--- config.mk ---
export PLATFORM = sky130hd
export DESIGN_NAME = ctrl_pipe
export DESIGN_NICKNAME = d
export VERILOG_FILES = /design/src/rtl/ctrl_pipe_pkg.sv /design/src/rtl/fwd_unit.sv /design/src/rtl/ctrl_pipe.sv
export SDC_FILE = /design/constraint.sdc
export NUM_CORES = 1
export LEC_CHECK = 0
export CORE_MARGIN = 2
export CORE_UTILIZATION = 42
export DETAILED_ROUTE_END_ITERATION = 10
export GPL_ROUTABILITY_DRIVEN = 0
export HOLD_SLACK_MARGIN = 0.06
export PLACE_DENSITY = 0.81
export SYNTH_ARGS = -nofsm -noshare
export SYNTH_HDL_FRONTEND = slang
export SYNTH_SLANG_ARGS = --single-unit
--- constraint.sdc ---
create_clock -name clk_i -period 4.64 [get_ports clk_i]
set_input_delay 0.928 -clock clk_i [delete_from_list [all_inputs] [get_ports clk_i]]
set_output_delay 0.928 -clock clk_i [all_outputs]
set_load 0.1 [all_outputs]
--- src/rtl/ctrl_pipe_pkg.sv ---
`default_nettype none
// ============================================================================
//  Module      : ctrl_pipe_pkg
//  Description : Shared constants for the control pipeline. This covers the
//                control bundle width, the register address width, the bit
//                position of every field in the 8-bit decoder bundle, and the
//                select encodings for the EX-stage forwarding mux.
//  Revision    : 1.0 - initial release
// ============================================================================
package ctrl_pipe_pkg;

    // Bundle and register address widths
    localparam int c_CTRL_W = 8;
    localparam int c_RA_W   = 5;

    // Bit positions inside the decoder control bundle
    localparam int c_ALUSRC   = 0;
    localparam int c_ALUOP_LO = 1;
    localparam int c_ALUOP_HI = 2;
    localparam int c_REGDST   = 3;
    localparam int c_MEMREAD  = 4;
    localparam int c_MEMWRITE = 5;
    localparam int c_REGWRITE = 6;
    localparam int c_MEMTOREG = 7;

    // ALU operand source selects
    localparam logic [1:0] c_FWD_RF    = 2'b00;
    localparam logic [1:0] c_FWD_EXMEM = 2'b10;
    localparam logic [1:0] c_FWD_MEMWB = 2'b01;

endpackage : ctrl_pipe_pkg
`default_nettype wire

--- src/rtl/fwd_unit.sv ---
`default_nettype none
// ============================================================================
//  Module      : fwd_unit
//  Description : Combinational EX-stage forwarding selector. It compares both
//                ALU source registers of the instruction in EX against the
//                destinations of the two older in-flight instructions.
//  Ports       : i_idex_rs/i_idex_rt        - source registers of EX instr
//                i_exmem_regwrite/i_exmem_dst - writer one stage ahead
//                i_memwb_regwrite/i_memwb_dst - writer two stages ahead
//                o_fwd_a/o_fwd_b            - operand A/B source select
//  Revision    : 1.0 - initial release
// ============================================================================
module fwd_unit
    import ctrl_pipe_pkg::*;
#(
    parameter int RA_W = c_RA_W
) (
    input  logic [RA_W-1:0] i_idex_rs,
    input  logic [RA_W-1:0] i_idex_rt,
    input  logic            i_exmem_regwrite,
    input  logic [RA_W-1:0] i_exmem_dst,
    input  logic            i_memwb_regwrite,
    input  logic [RA_W-1:0] i_memwb_dst,
    output logic [1:0]      o_fwd_a,
    output logic [1:0]      o_fwd_b
);

    // Index 0 is operand A (rs) and index 1 is operand B (rt).
    logic [RA_W-1:0] w_src [2];
    logic [1:0]      w_sel [2];

    assign w_src[0] = i_idex_rs;
    assign w_src[1] = i_idex_rt;

    // $0 never produces a value. Ignoring writers whose destination is zero
    // keeps a write to $0 from shadowing the hard-wired zero.
    logic w_exmem_live;
    logic w_memwb_live;

    assign w_exmem_live = i_exmem_regwrite && (i_exmem_dst != '0);
    assign w_memwb_live = i_memwb_regwrite && (i_memwb_dst != '0);

    genvar g;
    generate
        for (g = 0; g < 2; g++) begin : g_operand
            // The younger result (EX/MEM) wins when both stages target the
            // same register, because it is the architecturally newer value.
            always_comb begin
                w_sel[g] = c_FWD_RF;
                if (w_exmem_live && (i_exmem_dst == w_src[g])) begin
                    w_sel[g] = c_FWD_EXMEM;
                end else if (w_memwb_live && (i_memwb_dst == w_src[g])) begin
                    w_sel[g] = c_FWD_MEMWB;
                end
            end
        end
    endgenerate

    assign o_fwd_a = w_sel[0];
    assign o_fwd_b = w_sel[1];

endmodule : fwd_unit
`default_nettype wire

--- src/rtl/ctrl_pipe.sv ---
`default_nettype none
// ============================================================================
//  Module      : ctrl_pipe
//  Description : Control pipeline. It carries the decoder control bundle and
//                the register addresses through the ID/EX, EX/MEM and MEM/WB
//                registers and fans the fields out to each stage. It also
//                holds the load-use hazard detector (stall plus bubble) and
//                the EX-stage forwarding selector.
//  Ports       : clk_i, rst_i (sync, active-low)
//                ctrl_i, rs_i, rt_i, rd_i   - bundle and addresses from ID
//                flush_i                    - kill the instruction in ID
//                stall_o                    - hold PC and IF/ID (comb)
//                alusrc_o, aluop_o          - EX controls
//                fwd_a_o, fwd_b_o           - EX operand source selects
//                memread_o, memwrite_o      - MEM controls
//                regwrite_o, memtoreg_o, wb_rd_o - WB controls
//  Revision    : 1.0 - initial release
// ============================================================================
module ctrl_pipe
    import ctrl_pipe_pkg::*;
#(
    parameter int CTRL_W = c_CTRL_W,
    parameter int RA_W   = c_RA_W
) (
    input  logic              clk_i,
    input  logic              rst_i,
    input  logic [CTRL_W-1:0] ctrl_i,
    input  logic [RA_W-1:0]   rs_i,
    input  logic [RA_W-1:0]   rt_i,
    input  logic [RA_W-1:0]   rd_i,
    input  logic              flush_i,
    output logic              stall_o,
    output logic              alusrc_o,
    output logic [1:0]        aluop_o,
    output logic [1:0]        fwd_a_o,
    output logic [1:0]        fwd_b_o,
    output logic              memread_o,
    output logic              memwrite_o,
    output logic              regwrite_o,
    output logic              memtoreg_o,
    output logic [RA_W-1:0]   wb_rd_o
);

    // ------------------------------------------------------------------
    // ID/EX register
    // ------------------------------------------------------------------
    logic [CTRL_W-1:0] r_idex_ctrl;
    logic [RA_W-1:0]   r_idex_rs;
    logic [RA_W-1:0]   r_idex_rt;
    logic [RA_W-1:0]   r_idex_rd;

    // ------------------------------------------------------------------
    // EX/MEM register. Only the fields that MEM and WB still need are kept.
    // ------------------------------------------------------------------
    logic              r_exmem_memread;
    logic              r_exmem_memwrite;
    logic              r_exmem_regwrite;
    logic              r_exmem_memtoreg;
    logic [RA_W-1:0]   r_exmem_dst;

    // ------------------------------------------------------------------
    // MEM/WB register
    // ------------------------------------------------------------------
    logic              r_memwb_regwrite;
    logic              r_memwb_memtoreg;
    logic [RA_W-1:0]   r_memwb_dst;

    // ------------------------------------------------------------------
    // Load-use hazard detection
    // ------------------------------------------------------------------
    // A load in EX cannot supply its data to the instruction now in ID in
    // time. That case needs one bubble, after which the load sits in MEM/WB
    // and reaches the dependent instruction through MEM/WB forwarding.
    logic w_hazard;
    logic w_bubble;
    logic w_idex_dst_match;

    assign w_idex_dst_match = (r_idex_rt == rs_i) || (r_idex_rt == rt_i);

    assign w_hazard = r_idex_ctrl[c_MEMREAD]
                   && (r_idex_rt != '0)
                   && w_idex_dst_match;

    // A flush already discards the ID instruction, so holding IF/ID would
    // only keep a dead instruction alive. The bubble is still inserted.
    assign stall_o  = w_hazard && !flush_i;
    assign w_bubble = w_hazard || flush_i;

    // Destination select for the instruction leaving EX
    logic [RA_W-1:0] w_ex_dst;

    assign w_ex_dst = r_idex_ctrl[c_REGDST] ? r_idex_rd : r_idex_rt;

    // ------------------------------------------------------------------
    // Stage registers
    // ------------------------------------------------------------------
    always_ff @(posedge clk_i) begin
        if (!rst_i) begin
            r_idex_ctrl      <= '0;
            r_idex_rs        <= '0;
            r_idex_rt        <= '0;
            r_idex_rd        <= '0;
            r_exmem_memread  <= 1'b0;
            r_exmem_memwrite <= 1'b0;
            r_exmem_regwrite <= 1'b0;
            r_exmem_memtoreg <= 1'b0;
            r_exmem_dst      <= '0;
            r_memwb_regwrite <= 1'b0;
            r_memwb_memtoreg <= 1'b0;
            r_memwb_dst      <= '0;
        end else begin
            // ID/EX: a bubble zeroes only the control bits. The addresses
            // still load, and they are inert without control behind them.
            r_idex_ctrl <= w_bubble ? '0 : ctrl_i;
            r_idex_rs   <= rs_i;
            r_idex_rt   <= rt_i;
            r_idex_rd   <= rd_i;

            // EX/MEM always advances
            r_exmem_memread  <= r_idex_ctrl[c_MEMREAD];
            r_exmem_memwrite <= r_idex_ctrl[c_MEMWRITE];
            r_exmem_regwrite <= r_idex_ctrl[c_REGWRITE];
            r_exmem_memtoreg <= r_idex_ctrl[c_MEMTOREG];
            r_exmem_dst      <= w_ex_dst;

            // MEM/WB always advances
            r_memwb_regwrite <= r_exmem_regwrite;
            r_memwb_memtoreg <= r_exmem_memtoreg;
            r_memwb_dst      <= r_exmem_dst;
        end
    end

    // ------------------------------------------------------------------
    // Forwarding selector
    // ------------------------------------------------------------------
    fwd_unit #(
        .RA_W (RA_W)
    ) u_fwd_unit (
        .i_idex_rs        (r_idex_rs),
        .i_idex_rt        (r_idex_rt),
        .i_exmem_regwrite (r_exmem_regwrite),
        .i_exmem_dst      (r_exmem_dst),
        .i_memwb_regwrite (r_memwb_regwrite),
        .i_memwb_dst      (r_memwb_dst),
        .o_fwd_a          (fwd_a_o),
        .o_fwd_b          (fwd_b_o)
    );

    // ------------------------------------------------------------------
    // Stage fan-out
    // ------------------------------------------------------------------
    assign alusrc_o   = r_idex_ctrl[c_ALUSRC];
    assign aluop_o    = r_idex_ctrl[c_ALUOP_HI:c_ALUOP_LO];
    assign memread_o  = r_exmem_memread;
    assign memwrite_o = r_exmem_memwrite;
    assign regwrite_o = r_memwb_regwrite;
    assign memtoreg_o = r_memwb_memtoreg;
    assign wb_rd_o    = r_memwb_dst;

endmodule : ctrl_pipe
`default_nettype wire

# Yosys cells after proc, flatten, opt, wreduce, memory -nomap -nowiden
# Index checks and enable logic that the tools add are counted.
# word_totals
inputBits,26
out_inout_bits,17
rom_bits,0
register_bits,39
n_memories,0
latchBits,0
ram_bits,0
wordCells,40
# op_classes
n_reduce_logical,16
muxes,5
n_addsub,0
bitwise,1
n_div,0
magnitude_cmp,0
shifts,0
mul,0
eq_ne,6
# ops
operator,n
$eq A5 B5 Y1,6
$reduce_bool A5 Y1,3
$logic_and A1 B1 Y1,9
$mux W5,1
$mux W2,2
$logic_or A1 B1 Y1,2
$mux W1,2
$reduce_or A2 Y1,1
$logic_not A1 Y1,1
$not A1 Y1,1

# Depth between registers and ports, before layout
# Gate-level depths: netlist of run 1.
# depth
ltp_word,5
mapped_depth,5
depth_no_buf,4

# Hierarchy
# From an unflattened synthesis of run 1, not the netlist that was laid out.
# unflattened
hier_cells,152
hier_area_um2,1545.2
# modules_own_cells
module,seq_area_each_um2,n_inst,area_each_um2,cells_per_inst
ctrl_pipe,780.7,1,1287.5,118
fwd_unit,0.0,1,257.7,34

# Worst setup path before layout of run 1
# OpenSTA, ideal clock, no wires.
# synth_path
path_kind,flip-flop to output port
from,"register r_memwb_dst[0], in the netlist wb_rd_o[0]"
to,output port fwd_a_o[0]
required_ns,3.712
arrival_ns,3.495
path_stages_with_launch,5
path_slack_ns,0.217
cell_sequence,dfxtp_1 -> or4_1 -> o21ai_0 -> or4_1 -> nor4_2
# synth_between
elab_chain_len,5
# synth_lines
item,line,rtl
"start, declared",ctrl_pipe.sv:66,logic [RA_W-1:0] r_memwb_dst;
"start signal, assigned",ctrl_pipe.sv:129,r_memwb_dst <= r_exmem_dst;
$reduce_bool A5 Y1,fwd_unit.sv:41,assign w_memwb_live = i_memwb_regwrite && (i_memwb_dst != '0);
$logic_and A1 B1 Y1,fwd_unit.sv:41,
$logic_and A1 B1 Y1 *,fwd_unit.sv:52,end else if (w_memwb_live && (i_memwb_dst == w_src[g])) begin
$mux W1 *,fwd_unit.sv:52,
$mux W2 *,fwd_unit.sv:50,if (w_exmem_live && (i_exmem_dst == w_src[g])) begin
"end, declared",ctrl_pipe.sv:35,"output logic [1:0] fwd_a_o,"
# Every way passes the cells marked *; elsewhere a longest branch is shown, timed or not.

# Final worst setup path of run 1
# layout_path
from,register r_idex_rt[3]
to,output port fwd_b_o[1]
# layout_between
elab_chain_len,3
# layout_lines
item,line,rtl
"start, declared",ctrl_pipe.sv:49,logic [RA_W-1:0] r_idex_rt;
"start signal, assigned",ctrl_pipe.sv:116,r_idex_rt <= rt_i;
$eq A5 B5 Y1,fwd_unit.sv:50,
$logic_and A1 B1 Y1,fwd_unit.sv:50,
$mux W2,fwd_unit.sv:50,
"end, declared",ctrl_pipe.sv:36,"output logic [1:0] fwd_b_o,"
# No other way between the ends.

==> summary.md, run 1 <==
| Metric | Value |
|---|---|
| Total global-route track usage | about 15% |
| Port bufs | 42 |
| CTS Buf Count | 5 |
| Worst reg2reg setup slack | around 3.1 ns |
| Post-synth top area cell | dfxtp_1 |
| Yosys warns | 0 |
| #FFs+latches synth | 39 |
| DRT antenna net count | 0 |
| Largest fanout on the critical path | 6 |
| Distinct cells, synth | 22 |
| Sequential group share of total power | a little over half |
| Io pins | 43 |
| Cell Int Power | about 510 uW |
| Reg clk slew, reported paths | roughly 0.070 ns |
| Status | completed |
| Root Buffer Master | clkbuf_8 |
| Max_slew headroom | ~34% |
| Total congestion overflow | 0 |
| Syn Std Cell Area | approximately 1600 um2 |
| Min-delay src | r_idex_ctrl[7]$_SDFF_PP0_ |
| Syn Nets | 181 |
| Asr flop ratio synth | 0% |
| Die W | 65.6 um |
| Filler cells | between 300 and 400 |
| Switching share of power | between 20% and 30% |
| Top FF cell, synth | dfxtp_1 |
| First-pass GRT wire length | 4820 um |
| Final net count | approximately 220 |
| Die area | 4310 um2 |
| Worst hold path class | reg2reg |
| Cells after Synth | roughly 160 |
| # DRC | 0 |
| Hold_buf cts | 0 |
| Mean routed wirelength per cell | ~12 um |
| VDD IR max | 213 uV |
| Final slew viol count | 0 |
| Hold Path Depth | 1 |
| Layout cell share with drive strength beyond 1 | approximately 9% |
| RSZ-0062 raised after global routing | no |
| Max Clock Skew | 0.00185 ns |
| DPL Wire Length | roughly 2200 um |
| CP arrival | around 2.6 ns |
| Fmax | roughly 0.28 GHz |
| Clock power frac | 32.8% |
| Clock latency on the worst-skew pair | approximately 0.29 ns |
| CP max stage delay | approximately 1.2 ns |
| Area delta synth->final | 30.6% |
| WP data required | about 3.7 ns |
| CP Launch Type | flop |
| Synth top area cells | dfxtp_1 (49%), and2_1 (9.8%), xnor2_1 (8.8%), xor2_1 (7.7%), mux2i_1 (3.1%) |
| Initial antenna violation count | 0 |
| Max-cap viol count | 0 |
| Vias | 1090 |
| Area share of the largest cell type after synthesis | between 40% and 50% |
| Setup_tns | 0 ns |
| H-Tree Level Count | 2 |
| Hold Path End | r_exmem_memtoreg$_SDFF_PN0_ |
| Syn_area_per_cell | around 10 um2 |
| Placement Cell Area | 2000 um2 |
| FP Rows | 22 |
| Post-layout min period | around 3.6 ns |
| Worst Tran Pin Value | 0.980 ns |
| Leak | 0.826 nW |
| Final Cycle Share | between 70% and 80% |
| Final hold violations | 0 |
| Ant. Diodes | 0 |
| R2R depth | 3 |
| Critical path start-end classification | reg2out |
| Post-synth EDFFs | 0 |
| Initial Util | 43.6% |
| CP max-delay cell | clkdlybuf4s50_1 |
| R2R Path End | r_idex_ctrl[7]$_SDFF_PP0_ |
| Sinks on Clock Net | 39 |
| P_sw | approximately 180 uW |
| Die H | 65.6 um |
| Worst Setup End Kind | output pin |
| CTS tree | done |
| 1st-pass router iterations | 4 |
| R2R Path Start | r_idex_rt[1]$_SDFF_PN0_ |
| Seq/Total Area, Yosys | 48.9% |
| Average vias per placed instance | roughly 4.6 |
| Post CTS Setup Buffer Count | 0 |
| Drt initial violations | 65 |
| Post-CTS sizing | 0 |
| Core area | approximately 3700 um2 |
| Number of global-route vias before repair | roughly 1.0k |
| Pwr Density | 331 nW/um2 |
| Gate power share | between 10% and 20% |
| Clock Path Buffers | 2 |
| CP cell instances | xnor2_1, nand3_1, nor4_2, clkdlybuf4s50_1 |
| Final setup fails | 0 |
| Largest net degree at the start of global routing | 33 |
| Fin area | 2080 um2 |
| Detailed Route WL | 2910 um |
## power groups by stage
stage	Sequential [mW]	Clock, mW	Combinational (mW)
after global routing	0.366	0.248	0.107
after detailed placement	0.372	0	0.100
after global placement	0.372	0	0.0988
after floorplan	0.381	0	0.0563
after CTS	0.365	0.233	0.101
final	0.364	0.226	0.0995
## cell families after synthesis
| kind of cell | count (synthesis) | share of synthesized area, % |
|---|---|---|
| xor+xnor | 30 | 16.5 |
| compound gates | 12 | 4.63 |
| mux | 5 | 3.14 |
| simple gates | 56 | 22.3 |
| buf+inv | 13 | 4.55 |
| flops | 39 | 48.9 |
## synth_stat cells (4+ instances only)
cell type	number
mux2i_1	5
nor2b_1	6
nand3_1	4
dfxtp_1	39
xor2_1	14
a21oi_1	8
or4_1	5
clkbuf_1	7
nor4_2	4
nand2_1	10
and2_1	25
xnor2_1	16
## registers in the layout (all words and copies together), names as in the netlist
signal            count
r_idex_rt             5
r_exmem_memtoreg      1
r_idex_rs             5
regwrite_o            1
memtoreg_o            1
wb_rd_o               5
r_exmem_dst           5
r_idex_rd             5
memwrite_o            1
r_idex_ctrl           8
memread_o             1
r_exmem_regwrite      1
## area by class of cell
class | count | area, um2 | area share, %
clock inverter | 1 | 5.00 | 0.240
sequential | 39 | 781 | 37.5
clock buffer | 6 | 82.6 | 3.96
tap | 48 | 60.1 | 2.88
timing repair buffer | 42 | 413 | 19.8
multi-input combinational | 103 | 742 | 35.6
## placed cells by master, fill, tap and decap left out, drive strengths merged
cell type	Yosys	routed
a21oi	8	8
and2	26	26
and3b	1	1
buf	6	3
clkbuf	7	6
clkdlybuf4s50	0	39
clkinv	0	1
dfxtp	39	39
mux2i	5	5
nand2	10	10
nand3	4	4
nor2b	6	6
nor4	4	4
o21a	1	1
o21ai	2	2
o22ai	1	1
or4	5	5
xnor2	16	16
xor2	14	14
## worst max-delay path by stage
| stage | slack (ns) | start | end |
|---|---|---|---|
| floorplan | 0.22 | wb_rd_o[0]$_SDFF_PN0_ | fwd_a_o[0] |
| global placement | 1.20 | rt_i[4] | stall_o |
| detailed placement | 1.15 | rt_i[2] | stall_o |
| CTS | 1.04 | r_idex_rt[3]$_SDFF_PN0_ | fwd_b_o[1] |
| global route | 0.93 | r_idex_rt[3]$_SDFF_PN0_ | fwd_b_o[1] |
| finish | 1.08 | r_idex_rt[3]$_SDFF_PN0_ | fwd_b_o[1] |
## routing by layer
| layer | track usage [%] | wire, um |
|---|---|---|
| met1 | 18.7 | 1300 |
| met2 | 23.6 | 1400 |
| met3 | 5.31 | 173 |
| met4 | 7.81 | 39 |
| met5 | 0 | 0 |
## through the flow
step           worst slack [ns]  hold slack [ns]  util, %  power, mW  cells
2_1_floorplan             0.217            0.412        -      0.438    155
6_report                   1.08            0.435     56.9      0.690    239
5_1_grt                   0.934            0.462     56.9      0.722    239
3_5_place_dp               1.15            0.418     54.5      0.473    232
4_1_cts                    1.04            0.435     56.9      0.698    239
3_3_place_gp               1.20            0.417     54.5      0.471    232
## worst max-delay path: cells and delay by family (launching register included)
kind / cells / cell delay [ns]
xor+xnor: 1 / 0.17
buf+inv: 1 / 1.19
flops: 1 / 0.54
simple gates: 2 / 0.45
Power figures use the tool's default switching activity.
==> run 2, diff against run 1 <==
--- a/config.mk
+++ b/config.mk
@@ -10,7 +10,7 @@
 export DETAILED_ROUTE_END_ITERATION = 10
 export GPL_ROUTABILITY_DRIVEN = 0
 export HOLD_SLACK_MARGIN = 0.06
-export PLACE_DENSITY = 0.81
+export PLACE_DENSITY = 0.84
 export SYNTH_ARGS = -nofsm -noshare
 export SYNTH_HDL_FRONTEND = slang
 export SYNTH_SLANG_ARGS = --single-unit
==> constraint.sdc (replaced) <==
create_clock -name clk_i -period 3.1 [get_ports clk_i]
set_input_delay 0.62 -clock clk_i [delete_from_list [all_inputs] [get_ports clk_i]]
set_output_delay 0.62 -clock clk_i [all_outputs]
set_load 0.1 [all_outputs]
==> summary.md, run 2 (same netlist as run 1, synthesis figures left out) <==
| Metric | Value |
|---|---|
| H-Tree Level Count | 2 (unchanged) |
| Final Cycle Share | 88.5% |
| First-pass GRT wire length | 4930 um (was 4820 um) |
| WP data required | 2.48 ns (was 3.71 ns) |
| Post CTS Setup Buffer Count | 0 (unchanged) |
| Max Clock Skew | 0.00730 ns (was 0.00185 ns) |
| Final hold violations | 0 (unchanged) |
| Pwr Density | 483 nW/um2 (was 331 nW/um2) |
| Commonest cells after routing, fill and taps aside | dfxtp_1 (33), and2_1 (25), clkdlybuf4s50_1 (25) (was clkdlybuf4s50_1 (39), dfxtp_1 (39), and2_1 (25)) |
| Initial Util | 43.6% (unchanged) |
| CTS Buf Count | 5 (unchanged) |
| Die area | 4310 um2 (unchanged) |
| Core area | 3660 um2 (unchanged) |
| Hold_buf cts | 0 (unchanged) |
| Clock latency on the worst-skew pair | 0.29 ns (about the same) |
| Number of global-route vias before repair | 1120 (was 1037) |
| Setup_tns | 0 ns (unchanged) |
| # DRC | 0 (unchanged) |
| Vias | 1137 (was 1090) |
| Layout cell share with drive strength beyond 1 | 20.1% (was 8.90%) |
| DRT antenna net count | 0 (unchanged) |
| VDD IR max | 356 uV (was 213 uV) |
| CTS tree | done (unchanged) |
| Die W | 65.6 um (unchanged) |
| Hold slack | 0.434 ns (was 0.435 ns) |
| Detailed Route WL | 2900 um (was 2910 um) |
| Mean routed wirelength per cell | 12.0 um (was 12.2 um) |
| Worst Tran Pin Value | 0.486 ns (was 0.980 ns) |
| Status | completed (unchanged) |
| 1st-pass router iterations | 4 (unchanged) |
| Worst Setup End Kind | output pin (unchanged) |
| Drt initial violations | 30 (was 65) |
| Post-CTS sizing | 0 (unchanged) |
| RSZ-0062 raised after global routing | no (unchanged) |
| Initial antenna violation count | 0 (unchanged) |
| Critical path start-end classification | reg2out (unchanged) |
| Reg clk slew, reported paths | 0.07 ns (about the same) |
| Max_slew headroom | 67.5% (was 34.4%) |
| Final slew viol count | 0 (unchanged) |
| Leak | 0.879 nW (was 0.826 nW) |
| Root Buffer Master | clkbuf_8 (unchanged) |
| Largest net degree at the start of global routing | 33 (unchanged) |
| Max FFs per register | 8 (unchanged) |
| Final setup fails | 0 (unchanged) |
| Largest register by flop count | r_idex_ctrl (unchanged) |
| Clock Path Buffers | 2 (unchanged) |
| Io pins | 43 (unchanged) |
| CP Launch Type | flop (unchanged) |
| Average vias per placed instance | 4.70 (was 4.56) |
| Total congestion overflow | 0 (unchanged) |
| Die H | 65.6 um (unchanged) |
| Max-cap viol count | 0 (unchanged) |
| CP arrival | 2.12 ns (was 2.63 ns) |
| Port bufs | 42 (unchanged) |
| Fmax | about 0.36 GHz |
| FP Rows | 22 (unchanged) |
| Largest fanout on the critical path | 4 (was 6) |
| Total global-route track usage | 15.5% (was 15.3%) |
| Area delta synth->final | 35.4% (was 30.6%) |
| DPL Wire Length | 2160 um (about the same) |
| Most common cell after layout, fill and taps aside | dfxtp_1 |
| Filler cells | 348 (was 321) |
| Sinks on Clock Net | 39 (unchanged) |
| Post-layout min period | 2.74 ns |
| Worst hold path class | reg2reg (unchanged) |
| Ant. Diodes | 0 (unchanged) |
| Final net count | 219 (was 217) |
run 2: worst paths after layout:
kind | start | to | slack, ns | cells past startpoint
worst min-delay path | r_idex_ctrl[6]$_SDFF_PP0_ | r_exmem_regwrite$_SDFF_PN0_ | 0.43 | 1
worst min register to register | r_idex_ctrl[6]$_SDFF_PP0_ | r_exmem_regwrite$_SDFF_PN0_ | 0.43 | 1
worst max-delay path | r_exmem_dst[4]$_SDFF_PN0_ | fwd_a_o[0] | 0.36 | 5
worst max register to register | r_idex_rt[1]$_SDFF_PN0_ | r_idex_ctrl[0]$_SDFF_PP0_ | 1.59 | 3
run 2: layout make-up:
cell class | count | area (um2) | area share [%]
multi-input combinational | 103 | 777 | 36.0
timing repair buffer | 44 | 430 | 19.9
tap | 48 | 60.1 | 2.78
sequential | 39 | 801 | 37.1
clock inverter | 1 | 5.00 | 0.232
clock buffer | 7 | 86.3 | 4.00
run 2: report_power, final:
| part | switching [mW] | total (mW) | internal [mW] |
|---|---|---|---|
| clock network | 0.165 | 0.345 | 0.179 |
| registers | 0.0225 | 0.542 | 0.520 |
| logic | 0.0816 | 0.156 | 0.0744 |
run 2: worst max-delay path: stages, from the launching register on:
cell and delay, ns:
dfxtp_1 0.35, or4_1 0.57, o21ai_2 0.27, nor4_4 0.10
nor4_4 0.33, buf_12 0.21
run 2: metal layers:
| metal | vias to the layer above | track usage, % | part of all wire [%] |
|---|---|---|---|
| li1 | 575 | - | - |
| met1 | 518 | 17.2 | 44 |
| met2 | 40 | 25.1 | 48 |
| met3 | 4 | 7.02 | 7.1 |
| met4 | 0 | 7.03 | 1.2 |
| met5 | - | 0 | 0 |
run 2: stage by stage:
step / utilization (%) / total power [mW] / worst slack (ns) / cells / area [um2]
final: 59.0 / 1.04 / 0.357 / 242 / 2160
after global routing: 59.0 / 1.09 / 0.257 / 242 / 2160
after CTS: 59.0 / 1.05 / 0.331 / 242 / 2160
after detailed placement: 56.5 / 0.711 / 0.496 / 234 / 2070
after global placement: 56.5 / 0.708 / 0.531 / 234 / 2070
after floorplan: - / 0.658 / 0.0228 / 155 / 1650
==> run 3, diff against run 2 <==
--- a/config.mk
+++ b/config.mk
@@ -5,6 +5,7 @@
 export SDC_FILE = /design/constraint.sdc
 export NUM_CORES = 1
 export LEC_CHECK = 0
+export ABC_CLOCK_PERIOD_IN_PS = 3100
 export CORE_MARGIN = 2
 export CORE_UTILIZATION = 42
 export DETAILED_ROUTE_END_ITERATION = 10
==> results of run 3 <==
Final layout, timing and power as in run 2 (identical DEF).
